===== src/rtl/acc_dump_mc.sv =====
// Multi-channel, time-multiplexed accumulate-and-dump integrator.
// Each channel sums len signed samples, emits the sum through a one-entry valid/ready register, and then restarts.
module acc_dump_mc #(
  parameter int IN_W     = 13,
  parameter int ACC_W    = 21,
  parameter int CHANNELS = 4,
  parameter int CH_W     = 2,
  parameter int LEN_W    = 8,
  parameter int SATURATE = 1
) (
  input  logic                    clk,
  input  logic                    rst,
  input  logic                    clear,
  input  logic [LEN_W-1:0]        len,
  input  logic                    in_valid,
  output logic                    in_ready,
  input  logic signed [IN_W-1:0]  in_data,
  input  logic [CH_W-1:0]         in_chan,
  output logic                    out_valid,
  input  logic                    out_ready,
  output logic signed [ACC_W-1:0] out_data,
  output logic [CH_W-1:0]         out_chan,
  output logic                    out_ovf
);

  localparam logic signed [ACC_W-1:0] ACC_MAX = {1'b0, {(ACC_W-1){1'b1}}};
  localparam logic signed [ACC_W-1:0] ACC_MIN = {1'b1, {(ACC_W-1){1'b0}}};

  logic signed [ACC_W-1:0] acc [CHANNELS];
  logic [LEN_W-1:0]        cnt [CHANNELS];
  logic [CHANNELS-1:0]     ovf;

  logic                    accept;
  logic                    chan_ok;
  logic                    last;
  logic                    ovf_now;
  logic                    ovf_sel;
  logic signed [ACC_W-1:0] acc_sel;
  logic signed [ACC_W-1:0] result;
  logic [LEN_W-1:0]        cnt_sel;
  logic [LEN_W-1:0]        len_eff;
  logic [LEN_W:0]          cnt_next;
  logic signed [ACC_W:0]   sum;

  // The output register can drain and refill in the same cycle.
  assign in_ready = !clear && (!out_valid || out_ready);
  assign accept   = in_valid && in_ready;
  assign chan_ok  = {1'b0, in_chan} < (CH_W+1)'(CHANNELS);

  // Channel select by compare rather than array index, so unused codes never address past the array.
  always_comb begin
    // NOTE: every output of a combinational block gets a default first, otherwise unassigned paths infer latches.
    acc_sel = '0;
    cnt_sel = '0;
    ovf_sel = 1'b0;
    for (int c = 0; c < CHANNELS; c++) begin
      if (in_chan == CH_W'(c)) begin
        acc_sel = acc[c];
        cnt_sel = cnt[c];
        ovf_sel = ovf[c];
      end
    end
  end

  always_comb begin
    sum      = {acc_sel[ACC_W-1], acc_sel} + {{(ACC_W+1-IN_W){in_data[IN_W-1]}}, in_data};
    ovf_now  = sum[ACC_W] ^ sum[ACC_W-1];
    if (ovf_now && (SATURATE != 0)) begin
      result = sum[ACC_W] ? ACC_MIN : ACC_MAX;
    end else begin
      result = sum[ACC_W-1:0];
    end
    len_eff  = (len == '0) ? LEN_W'(1) : len;
    cnt_next = {1'b0, cnt_sel} + (LEN_W+1)'(1);
    last     = cnt_next >= {1'b0, len_eff};
  end

  // NOTE: sequential state is written only with non-blocking assignments so every flop samples pre-edge values.
  always_ff @(posedge clk) begin
    if (rst) begin
      // NOTE: the per-channel arrays are small register files whose contents are architectural, so they are reset explicitly.
      for (int c = 0; c < CHANNELS; c++) begin
        acc[c] <= '0;
        cnt[c] <= '0;
      end
      ovf       <= '0;
      out_valid <= 1'b0;
      out_data  <= '0;
      out_chan  <= '0;
      out_ovf   <= 1'b0;
    end else begin
      if (clear) begin
        for (int c = 0; c < CHANNELS; c++) begin
          acc[c] <= '0;
          cnt[c] <= '0;
        end
        ovf <= '0;
      end else if (accept && chan_ok) begin
        for (int c = 0; c < CHANNELS; c++) begin
          if (in_chan == CH_W'(c)) begin
            if (last) begin
              acc[c] <= '0;
              cnt[c] <= '0;
              ovf[c] <= 1'b0;
            end else begin
              acc[c] <= result;
              cnt[c] <= cnt_next[LEN_W-1:0];
              ovf[c] <= ovf[c] | ovf_now;
            end
          end
        end
      end

      if (accept && chan_ok && last) begin
        out_valid <= 1'b1;
        out_data  <= result;
        out_chan  <= in_chan;
        out_ovf   <= ovf_sel | ovf_now;
      end else if (out_ready) begin
        out_valid <= 1'b0;
      end
    end
  end

endmodule

===== config.mk =====
export PLATFORM = sky130hd
export DESIGN_NAME = acc_dump_mc
export DESIGN_NICKNAME = d
export VERILOG_FILES = /design/src/rtl/acc_dump_mc.sv
export SDC_FILE = /design/constraint.sdc
export NUM_CORES = 1
export LEC_CHECK = 0
export BUFFER_PORTS_ARGS = -buffer_cell sky130_fd_sc_hd__buf_2
export CAP_MARGIN = 20
export CORE_MARGIN = 1.5
export CORE_UTILIZATION = 55
export DETAILED_ROUTE_END_ITERATION = 7
export PLACE_DENSITY = 0.75
export SYNTH_ARGS = -nofsm -noshare
export SYNTH_HDL_FRONTEND = slang
export SYNTH_SLANG_ARGS = --single-unit

===== constraint.sdc =====
create_clock -name clk -period 4.8 [get_ports clk]
set_clock_uncertainty 0.05 [all_clocks]
set_input_delay 0 -clock clk [delete_from_list [all_inputs] [get_ports clk]]
set_output_delay 0 -clock clk [all_outputs]
set_load 0.02 [all_outputs]

* Word-level counts from Yosys, hierarchy flattened
Memory sizes are Yosys's and may differ from the RTL's. Cells that the tools add are included.
Storage, ports and cells: flip-flop bits (word level) 29, RAM bits 116, input port bits 28, memories kept 2
Cells by class: add/sub/neg operators 2, order comparisons 1, equal/unequal tests 3, mux-type cells 92, bitwise gates (word level) 30, reduce and logical (&&, ||, !) cells 14
Memories:
- acc | words 4, bits a word 21, rd ports 4, clocked after Yosys merged registers in 0, wr ports 4, line 29 | logic signed [ACC_W-1:0] acc [CHANNELS];
- cnt | words 4, bits a word 8, rd ports 4, clocked after Yosys merged registers in 0, wr ports 4, line 30 | logic [LEN_W-1:0] cnt [CHANNELS];
Operator list (count):
- 21-bit 2-to-1 mux | 18
- 8-bit 2-to-1 mux | 17
- 1-bit 2-to-1 mux | 57
- 1-bit bitwise OR | 29
- 21-bit by 13-bit adder with 22-bit output | 1
- 8-bit by 1-bit adder with 9-bit output (second input constant) | 1
- 9-bit by 8-bit >= comparator with 1-bit output | 1
- 8-bit zero test | 1
- 2-bit AND reduction | 4
- 2-bit == test (second input constant) | 2
- 1-bit logical AND | 3
- 2-bit by 1-bit == test with 1-bit output (second input constant) | 1
- 1-bit zero test | 2
- 2-bit zero test | 1
- 2-bit nonzero test | 1
- 2-bit OR reduction | 1
- 1-bit logical OR | 1
- 1-bit XOR | 1

* Depth between registers and ports, before layout
Gate-level depths: netlist of run 1.
depth in word-level cells 15, mapped depth 20, gate-level depth less buffers 16

* Least setup slack after synthesis of run 1
No wires, ideal clock.
path kind input to register, from in in_chan[1], to mem acc[1][14] (data pin), library setup time 0.267 ns, arrival time 4.897 ns, required time 4.483 ns, path slack -0.414 ns, cell stages on the path 19, path through buf_6 -> clkbuf_1 -> buf_1 -> mux4_2 -> fa_1 -> a211o_1 -> a21oi_2 -> o21ai_1 -> a31o_2 -> nor2_1 -> o21ai_0 -> xor2_1 -> ha_1 -> clkbuf_1 -> clkinv_1 -> and3_1 -> mux2_2 -> a211oi_2 -> nor2_1
RTL lines:
- from (decl) | line 18 | input logic [CH_W-1:0] in_chan,
- to (decl) | line 29

==> qor.csv, run 1 <==
metric,value,unit
nNetsFinal,799,
met2WireLength,9.03,mm
worstPathArrival,4.69,ns
grt_max_degree,48,
ys_ff_latch,145,
netlist.area_leader.share,34.8,%
clk_pin_slew_worst_paths,0.06,ns
grt_pass1_vias,5614,
core,13300,µm²
ys_seq_area_share,50.2,%
yosysWarnings,0,
post-place-ws,0.156,ns
critPathTopFamily,compound AO/OA/AOI/OAI gates,
p_leak,3.46,nW
post-dp-hpwl,11.7,mm
cts_made_buffers,17,
utilization,64.7,%
drt-initial-drc-count,358,
drc,0,
diodes,0,
std_cell_rows,42,
synthCells,685,
ant_nets,0,
maxUsedRoutingLayer,met4,
tightest_slew,0.889,ns
ys_async_sr_fraction,0,%
hold_path.class,input pin to register,
vdd_ir_drop_max,340,µV
timing_hold_violations_final,0,
avgRoutedWirePerCell,19.5,µm
grt_pass1_wl,28.1,mm
clock_sinks,145,
die-area,14400,µm²
critPathMaxStageDelay,0.47,ns
fin_crit,4.59,ns
layout_commonest_cell,nor2_1,
final_cell_mix,"136 x nor2_1, 87 x edfxtp_1, 58 x dfxtp_1, 53 x buf_2, 47 x nand2_1",
fp.dieH,120,µm
power_density,397,nW/µm²
antenna_found_initial,0,
numPortBuffers,53,
critPathRequiredTime,4.90,ns
drive_gt1_share,23.8,%
status,"complete, no violations",
grt_util_all_layers,25.7,%
maxCapViolCount,0,
synth_edf_count,87,
clk_path_buf_depth,2,
crit_slowest_cell,mux4_2,
end_kind,register,
htree_levels,4,
path_buf_inv,2,
slew_violations,0,
nFillCells,1018,
vias,5587,
yosys.area.top_type,edfxtp_1,
cp_cell_sequence,mux4_2 > ha_1 > fa_1 > a211o_1 > a21oi_4 > o21ai_1 > a31o_2 > nor2_1 > o21ai_1 > xor2_1 > ha_1 > buf_4 > nand2_1 > a21oi_4 > buf_4 > a21oi_1 > nor2_1,
wirelength,18.1,mm
min_period_over_period,95.6,%
avgViaCountPerCell,6.03,
syn_area_per_cell,11.0,µm²
die_w,120,µm
grt_overflow,0,
cts-root-buf,clkbuf_16,
synth_fp_nets,746,
yosys.cell_types.count,65,
met1Wirelength,7.74,mm
slew_headroom,40.7,%
wl_met3,945,µm
syn2layout_area_growth,14.5,%
startpoint_type,register,
start_util,56.5,%
synth_area,7510,µm²
synthTopCellsByArea,"edfxtp_1 35%, dfxtp_1 15%, mux4_2 9.0%",
crit_type,register to register,
ys.flop_type,edfxtp_1,
routabilityCongestion,0.943,
design.portCount,54,
path_max_fanout,17,
drt_pass1_iterations,5,
fmax,218,MHz
clock_latency,0.43,ns
cts_tree,built,
setup_slack,0.211,ns
setup_viol,0,
[area by class of cell]
cell class,instances,area (µm²),area share [%]
well taps,176,220,2.56
repair buffers,75,460,5.35
multi-input cells,477,3470,40.4
inverters,22,86.3,1.00
clock buffers,17,425,4.94
flip-flops and latches,145,3770,43.9
clock inverters,15,166,1.93
[flip-flops by register name, indices dropped and copies added, names as in the netlist]
register   count
acc           84
cnt           32
out_data      21
ovf            4
out_chan       2
out_ovf        1
out_valid      1
[metrics by stage]
step / hold WS (ns) / power (mW) / TNS, ns / instances / cell area [µm²]
floorplan: 0.0388 / 1.88 / 0 / 685 / 7520
global placement: 0.235 / 2.04 / 0 / 887 / 7900
detailed placement: 0.240 / 2.06 / 0 / 887 / 7900
CTS: 0.0155 / 3.37 / 0 / 921 / 8510
global route: 0.0466 / 3.54 / -0.0177 / 927 / 8600
finish: 0.0264 / 3.42 / 0 / 927 / 8600
[path summary, 6_finish.rpt]
| path | start | to | slack, ns | cells after the start |
|---|---|---|---|---|
| max | acc[3][0] | acc[1][9] | 0.21 | 17 |
| min | clear | ovf[2] | 0.03 | 3 |
| max reg2reg | acc[3][0] | acc[1][9] | 0.21 | 17 |
| min reg2reg | acc[0][14] | acc[0][14] | 0.40 | 2 |
[per-layer routing]
metal | global-route usage [%] | vias to the layer above
met3 | 5.37 | 31
met4 | 9.67 | 0
li1 | - | 2614
met1 | 33.2 | 2761
met2 | 43.0 | 181
met5 | 0 | -
[synth_stat cells, drive strengths merged, types with 2 or more instances]
cell type  number
nor2          137
edfxtp         87
dfxtp          58
a21oi          50
nand2          47
o21ai          34
ha             32
mux4           30
a211oi         29
buf            22
inv            21
clkbuf         20
nor3           13
xnor2           9
xor2            9
a21o            8
o211ai          7
and2            6
nand3           6
and3            5
nand2b          5
nand4           4
or2             4
a2111oi         3
a221oi          3
and4            3
o21a            3
o31ai           3
or3             3
a31o            2
a31oi           2
mux2i           2
[timing repair]
action / in CTS / in global routing
hold buffers: 2 / 0
buffers inserted: 0 / 5
endpoints found under the hold margin: 2 / 0
gates resized for setup: 0 / 9
setup endpoints to repair: 0 / 99
[kinds of logic (layout without fill, tap and decap cells)]
logic type | Yosys count | count (layout) | share of synthesized area [%]
AOI/OAI and AO/OA | 153 | 153 | 14.5
and+or+nand+nor | 239 | 240 | 14.1
DFF | 145 | 145 | 50.2
buffers and inverters | 64 | 129 | 4.08
muxes | 33 | 33 | 9.41
adders and majority gates | 33 | 33 | 5.59
xor gates and xnor gates | 18 | 18 | 2.10
[worst reg2reg max path, delay by kind of cell, from the launching register on]
| family | cells | cell delay [ns] |
|---|---|---|
| compound gates | 7 | 1.50 |
| xor+xnor | 1 | 0.16 |
| fa+ha+maj | 3 | 1.00 |
| buf+inv | 2 | 0.43 |
| flops | 1 | 0.37 |
| mux | 1 | 0.47 |
| simple gates | 3 | 0.34 |
[report_power, final]
| part | internal [mW] | switching, mW | total, mW |
|---|---|---|---|
| sequential | 1.37 | 0.0168 | 1.39 |
| combinational | 0.240 | 0.464 | 0.704 |
| clock | 0.811 | 0.514 | 1.33 |
| total | 2.42 | 0.995 | 3.42 |
Power figures use the tool's default switching activity.
==> run 2: changes to the inputs <==
Settings changed: ABC_AREA set to 1, PLACE_DENSITY 0.75 to 0.74.
==> qor.csv, run 2 <==
metric,value,unit
p_int,2.28,mW
power_switching,1.16,mW
design.portCount,54,
layout_commonest_cell,nand2_1,
synth_xor_area_share,0.321,%
startpoint_type,input pin,
power.share.sequential,40.3,%
hold_path.startpoint,clear,
antenna_found_initial,0,
cts-root-buf,clkbuf_16,
maxCapViolCount,0,
synth_fp_nets,1124,
critPathRequiredTime,5.11,ns
drive_gt1_share,11.3,%
synth_fa_ha_area_share,5.14,%
final_cell_mix,"309 x nand2_1, 119 x inv_1, 104 x a21oi_1, 102 x nor2_1, 87 x edfxtp_1",
synth_top_family_by_area,simple AND/OR/NAND/NOR gates,
yosys.area.top_type,edfxtp_1,
netlist.area_leader.share,31.9,%
p_leak,4.29,nW
core,14500,µm²
hold_slack,0.0525,ns
p_clk_share,37.1,%
crit_type,input pin to register,
tightest_slew,0.889,ns
fmax,222,MHz
drc,0,
p_sw_share,33.6,%
ys.flop_type,edfxtp_1,
hold_depth,4,
die_w,125,µm
synthMuxAreaShare,0,%
yosysWarnings,0,
htree_levels,4,
largest_reg_flops,84,
start_util,56.3,%
yosysMostFrequentCell,nand2_1,
min_period_over_period,93.6,%
vdd_ir_drop_max,400,µV
power_density,376,nW/µm²
max_flop_register,acc,
hold_path.class,input pin to register,
ys_ff_latch,145,
clock_sinks,145,
drt_pass1_iterations,6,
path_max_fanout,14,
synthCells,1063,
synth_area,8180,µm²
ant_nets,0,
cts_tree,built,
synth_common_cells,"310 x nand2_1, 119 x inv_1, 104 x a21oi_1",
grt_util_all_layers,29.4,%
ys_async_sr_fraction,0,%
synthTopCellsByArea,"edfxtp_1 32%, nand2_1 14%, dfxtp_1 14%",
synth_edf_count,87,
utilization,63.0,%
rsz0062_at_grt,yes,
worstPathArrival,4.81,ns
path_buf_inv,8,
diodes,0,
slew_violations,0,
wirelength,22.6,mm
routabilityCongestion,0.919,
end_kind,register,
grt_overflow,0,
avgViaCountPerCell,5.70,
cts_made_buffers,17,
combPwrFrac,22.6,%
clk_pin_slew_worst_paths,0.07,ns
yosys.cell_types.count,37,
worstReg2RegStart,acc[2][6],
std_cell_rows,44,
syn2layout_area_growth,12.0,%
synth-compound-area-share,12.6,%
hold_end,acc[0][17],
crit_slowest_cell,dlygate4sd3_1,
nFillCells,1284,
fin_crit,4.49,ns
setup_viol,0,
slew_headroom,40.5,%
critPathMaxStageDelay,0.54,ns
reg2reg_depth,24,
nNetsFinal,1169,
syn_area_per_cell,7.69,µm²
status,"complete, no violations",
reg.largest.list,"acc: 84 flops, cnt: 32 flops, out_data: 21 flops",
grt_pass1_vias,7171,
critPathTopFamily,buffers and inverters,
post-dp-hpwl,15.4,mm
grt_pass1_wl,35.9,mm
numPortBuffers,53,
avgRoutedWirePerCell,17.3,µm
timing_hold_violations_final,0,
worst_path_most_repeated_cell,nand2_1,
reg2reg_to,out_data[1],
synthSimpleGateAreaFrac,26.6,%
drt-initial-drc-count,707,
clock_latency,0.43,ns
clk_path_buf_depth,2,
fp.dieH,125,µm
grt_max_degree,35,
reg2reg_slack,0.74,ns
ys_seq_area_share,46.1,%
vias,7434,
die-area,15600,µm²
run 2: cell count changes in the layout (fill, tap and decap cells not counted), sizes merged, moves of 10 or more:
cell	before	now
a21oi	50	104
nor3	13	3
nand2	47	313
o21ai	34	57
nand3	6	68
inv	22	133
o22ai	1	12
nor2	137	111
a211oi	29	2
mux4	30	0
run 2: area by class of cell:
cell class,count,area [µm²],share of cell area [%]
clock inverters,14,116,1.27
well taps,184,230,2.51
flip-flops and latches,145,3770,41.2
multi-input cells,745,3680,40.2
inverters,124,469,5.12
clock buffers,18,450,4.92
repair buffers,75,440,4.81
run 2: tightest hold or removal path: stages:
cell	delay [ns]
buf_2	0.13
nor2_4	0.16
nand3_1	0.13
a21oi_1	0.06
run 2: worst max path at each step:
stage | cells past startpoint | slack [ns] | startpoint | end
after detailed placement | 22 | 0.53 | in_chan[0] | acc[0][16]
after CTS | 29 | 0.39 | in_chan[0] | acc[0][16]
final | 29 | 0.31 | in_chan[0] | out_data[1]
after floorplan | 3 | 1.13 | out_valid | acc[2][0]
after global routing | 31 | -0.03 | in_chan[0] | out_data[16]
after global placement | 27 | 0.58 | in_chan[0] | out_data[16]
run 2: kinds of logic (layout without fill, tap and decap cells):
kind of cell / Yosys count / in the layout
XOR/XNOR: 3 / 3
adder cells (fa/ha/maj): 33 / 33
buffers and inverters: 173 / 231
AO/OA/AOI/OAI: 191 / 191
flip-flops: 145 / 145
AND/OR/NAND/NOR: 518 / 518
run 2: metrics by stage:
step	TNS, ns	cells	setup WS [ns]	instance area [µm²]	power (mW)
2_1_floorplan	0	1063	1.13	8180	1.93
3_3_place_gp	0	1269	0.584	8550	2.16
3_5_place_dp	0	1269	0.527	8550	2.17
4_1_cts	0	1305	0.389	9150	3.44
5_1_grt	-0.0486	1305	-0.0305	9160	3.58
6_report	0	1305	0.305	9160	3.44
run 2: power by group through the flow:
stage	registers (mW)	logic (mW)	clock network, mW
after floorplan	1.42	0.514	0
after detailed placement	1.41	0.761	0
after CTS	1.39	0.769	1.28
final	1.39	0.778	1.28
after global routing	1.39	0.859	1.33
after global placement	1.41	0.752	0
run 2: timing repair:
action | in CTS | in global routing
buffers inserted | 0 | 0
gates resized for setup | 0 | 1
setup endpoints to repair | 0 | 13
hold buffers | 4 | 0
hold endpoints to repair | 21 | 0
run 2: layer usage:
layer	global-route usage, %	share of wire (%)	up-vias
li1	-	-	3612
met1	35.8	39	3413
met2	50.5	50	330
met3	4.58	7.1	79
met4	16.0	4.3	0
met5	0	0	-
==> run 3: changes to the inputs <==
Settings changed: PLACE_DENSITY 0.74 to 0.76.
==> qor.csv, run 3 (synthesis results as in run 2) <==
metric,value,unit
design.portCount,54,
p_int,2.26,mW
vdd_ir_drop_max,326,µV
min_period_over_period,88.3,%
drt_pass1_iterations,6,
p_leak,4.30,nW
largest_reg_flops,84,
wirelength,21.8,mm
core,14500,µm²
grt_util_all_layers,28.1,%
ant_nets,0,
layout_commonest_cell,nand2_1,
reg2reg_depth,24,
power.share.sequential,40.2,%
end_kind,register,
final_cell_mix,"310 x nand2_1, 119 x inv_1, 104 x a21oi_1, 102 x nor2_1, 87 x edfxtp_1",
postCtsResizedCells,0,
fmax,236,MHz
drive_gt1_share,11.5,%
fin_crit,4.24,ns
hold_path.class,input pin to register,
slew_violations,0,
fp.dieH,125,µm
reg2reg_to,out_data[3],
maxCapViolCount,0,
tightest_slew,0.941,ns
die_w,125,µm
cts-root-buf,clkbuf_16,
finalSetupTns,0,ns
path_max_fanout,12,
setup_viol,0,
start_util,56.3,%
critPathCapture,out_data[3],
design_area,9160,µm²
std_cell_rows,44,
vias,7368,
placed_cell_area,8560,µm²
reg2reg_slack,0.56,ns
post-dp-hpwl,15.0,mm
critPathRequiredTime,5.10,ns
combPwrFrac,23.1,%
avgViaCountPerCell,5.63,
startpoint,acc[2][8],
max_flop_register,acc,
p_sw_share,34.2,%
drc,0,
syn2layout_area_growth,12.1,%
crit_type,register to register,
grt_overflow,0,
post-place-ws,0.380,ns
numPortBuffers,53,
clock_sinks,145,
grt_max_degree,33,
worstPathArrival,4.54,ns
clk_path_buf_depth,2,
die-area,15600,µm²
diodes,0,
drt-initial-drc-count,794,
routabilityCongestion,0.908,
setup_slack,0.564,ns
clock_latency,0.43,ns
reg.largest.list,"acc: 84 flops, cnt: 32 flops, out_data: 21 flops",
startpoint_type,register,
slew_headroom,37.2,%
htree_levels,4,
grt_pass1_vias,6899,
clk_pin_slew_worst_paths,0.06,ns
p_clk_share,36.6,%
avgRoutedWirePerCell,16.7,µm
grt_pass1_wl,34.6,mm
power_switching,1.18,mW
power_density,376,nW/µm²
hold_slack,0.0148,ns
cts_made_buffers,17,
status,"complete, no violations",
rsz0062_at_grt,no,
timing_hold_violations_final,0,
nNetsFinal,1172,
cts_tree,built,
worstReg2RegStart,acc[2][8],
antenna_found_initial,0,
finalPower,3.44,mW
run 3: per-layer routing:
metal  track usage [%]  wire length (µm)  part of all wire [%]  up-vias
met5                 0                 0                     0        -
met4              9.63               617                   2.8        0
met3              4.88              1480                   6.8       44
met2              49.3             10900                    50      316
met1              35.2              8820                    40     3399
li1                  -                 -                     -     3609
run 3: repair_timing:
item | 4_1_cts | 5_1_grt
hold buffers | 4 | 0
buffers inserted | 0 | 0
endpoints found under the setup margin | 0 | 0
endpoints found under the hold margin | 29 | 0
run 3: critical path: stages, from the launching register on:
cell,delay [ns]
edfxtp_1,0.38
a221oi_1,0.31
nand2_1,0.09
o21ai_0,0.11
inv_1,0.11
ha_1,0.34
nand2_1,0.20
inv_1,0.08
a21oi_1,0.25
nand2_1,0.08
nand2_1,0.08
nand3_1,0.08
nand2_1,0.09
nand2_1,0.06
nand2_1,0.07
nand3_1,0.07
nand2_1,0.08
inv_1,0.04
ha_1,0.39
inv_1,0.42
buf_4,0.24
nand3_1,0.19
nand2_1,0.17
nand2_1,0.06
a21oi_1,0.12
run 3: worst min path at each step:
stage	startpoint	to	slack (ns)	cells past startpoint
CTS	in_chan[0]	out_chan[0]	0.02	3
global route	in_chan[0]	out_chan[0]	0.05	3
detailed placement	out_ready	out_valid	0.22	4
global placement	out_ready	out_valid	0.22	4
finish	in_chan[0]	out_chan[0]	0.01	3
floorplan	clear	in_ready	0.03	1
run 3: through the flow:
stage	cells	utilization [%]
floorplan	1063	-
global placement	1272	58.9
detailed placement	1272	58.9
CTS	1308	63.1
global route	1308	63.1
finish	1308	63.1
run 3: area by class of cell:
class	instances	area, µm²
fillers	1310	5370
flip-flops and latches	145	3770
multi-input cells	745	3660
inverters	124	469
repair buffers	78	463
clock buffers	17	425
well taps	184	230
clock inverters	15	138
run 3: power by group through the flow:
| stage | Combinational, mW | Clock [mW] | Sequential [mW] |
|---|---|---|---|
| after floorplan | 0.514 | 0 | 1.42 |
| after global placement | 0.769 | 0 | 1.41 |
| after detailed placement | 0.775 | 0 | 1.41 |
| after CTS | 0.783 | 1.26 | 1.38 |
| after global routing | 0.872 | 1.32 | 1.39 |
| final | 0.795 | 1.26 | 1.38 |
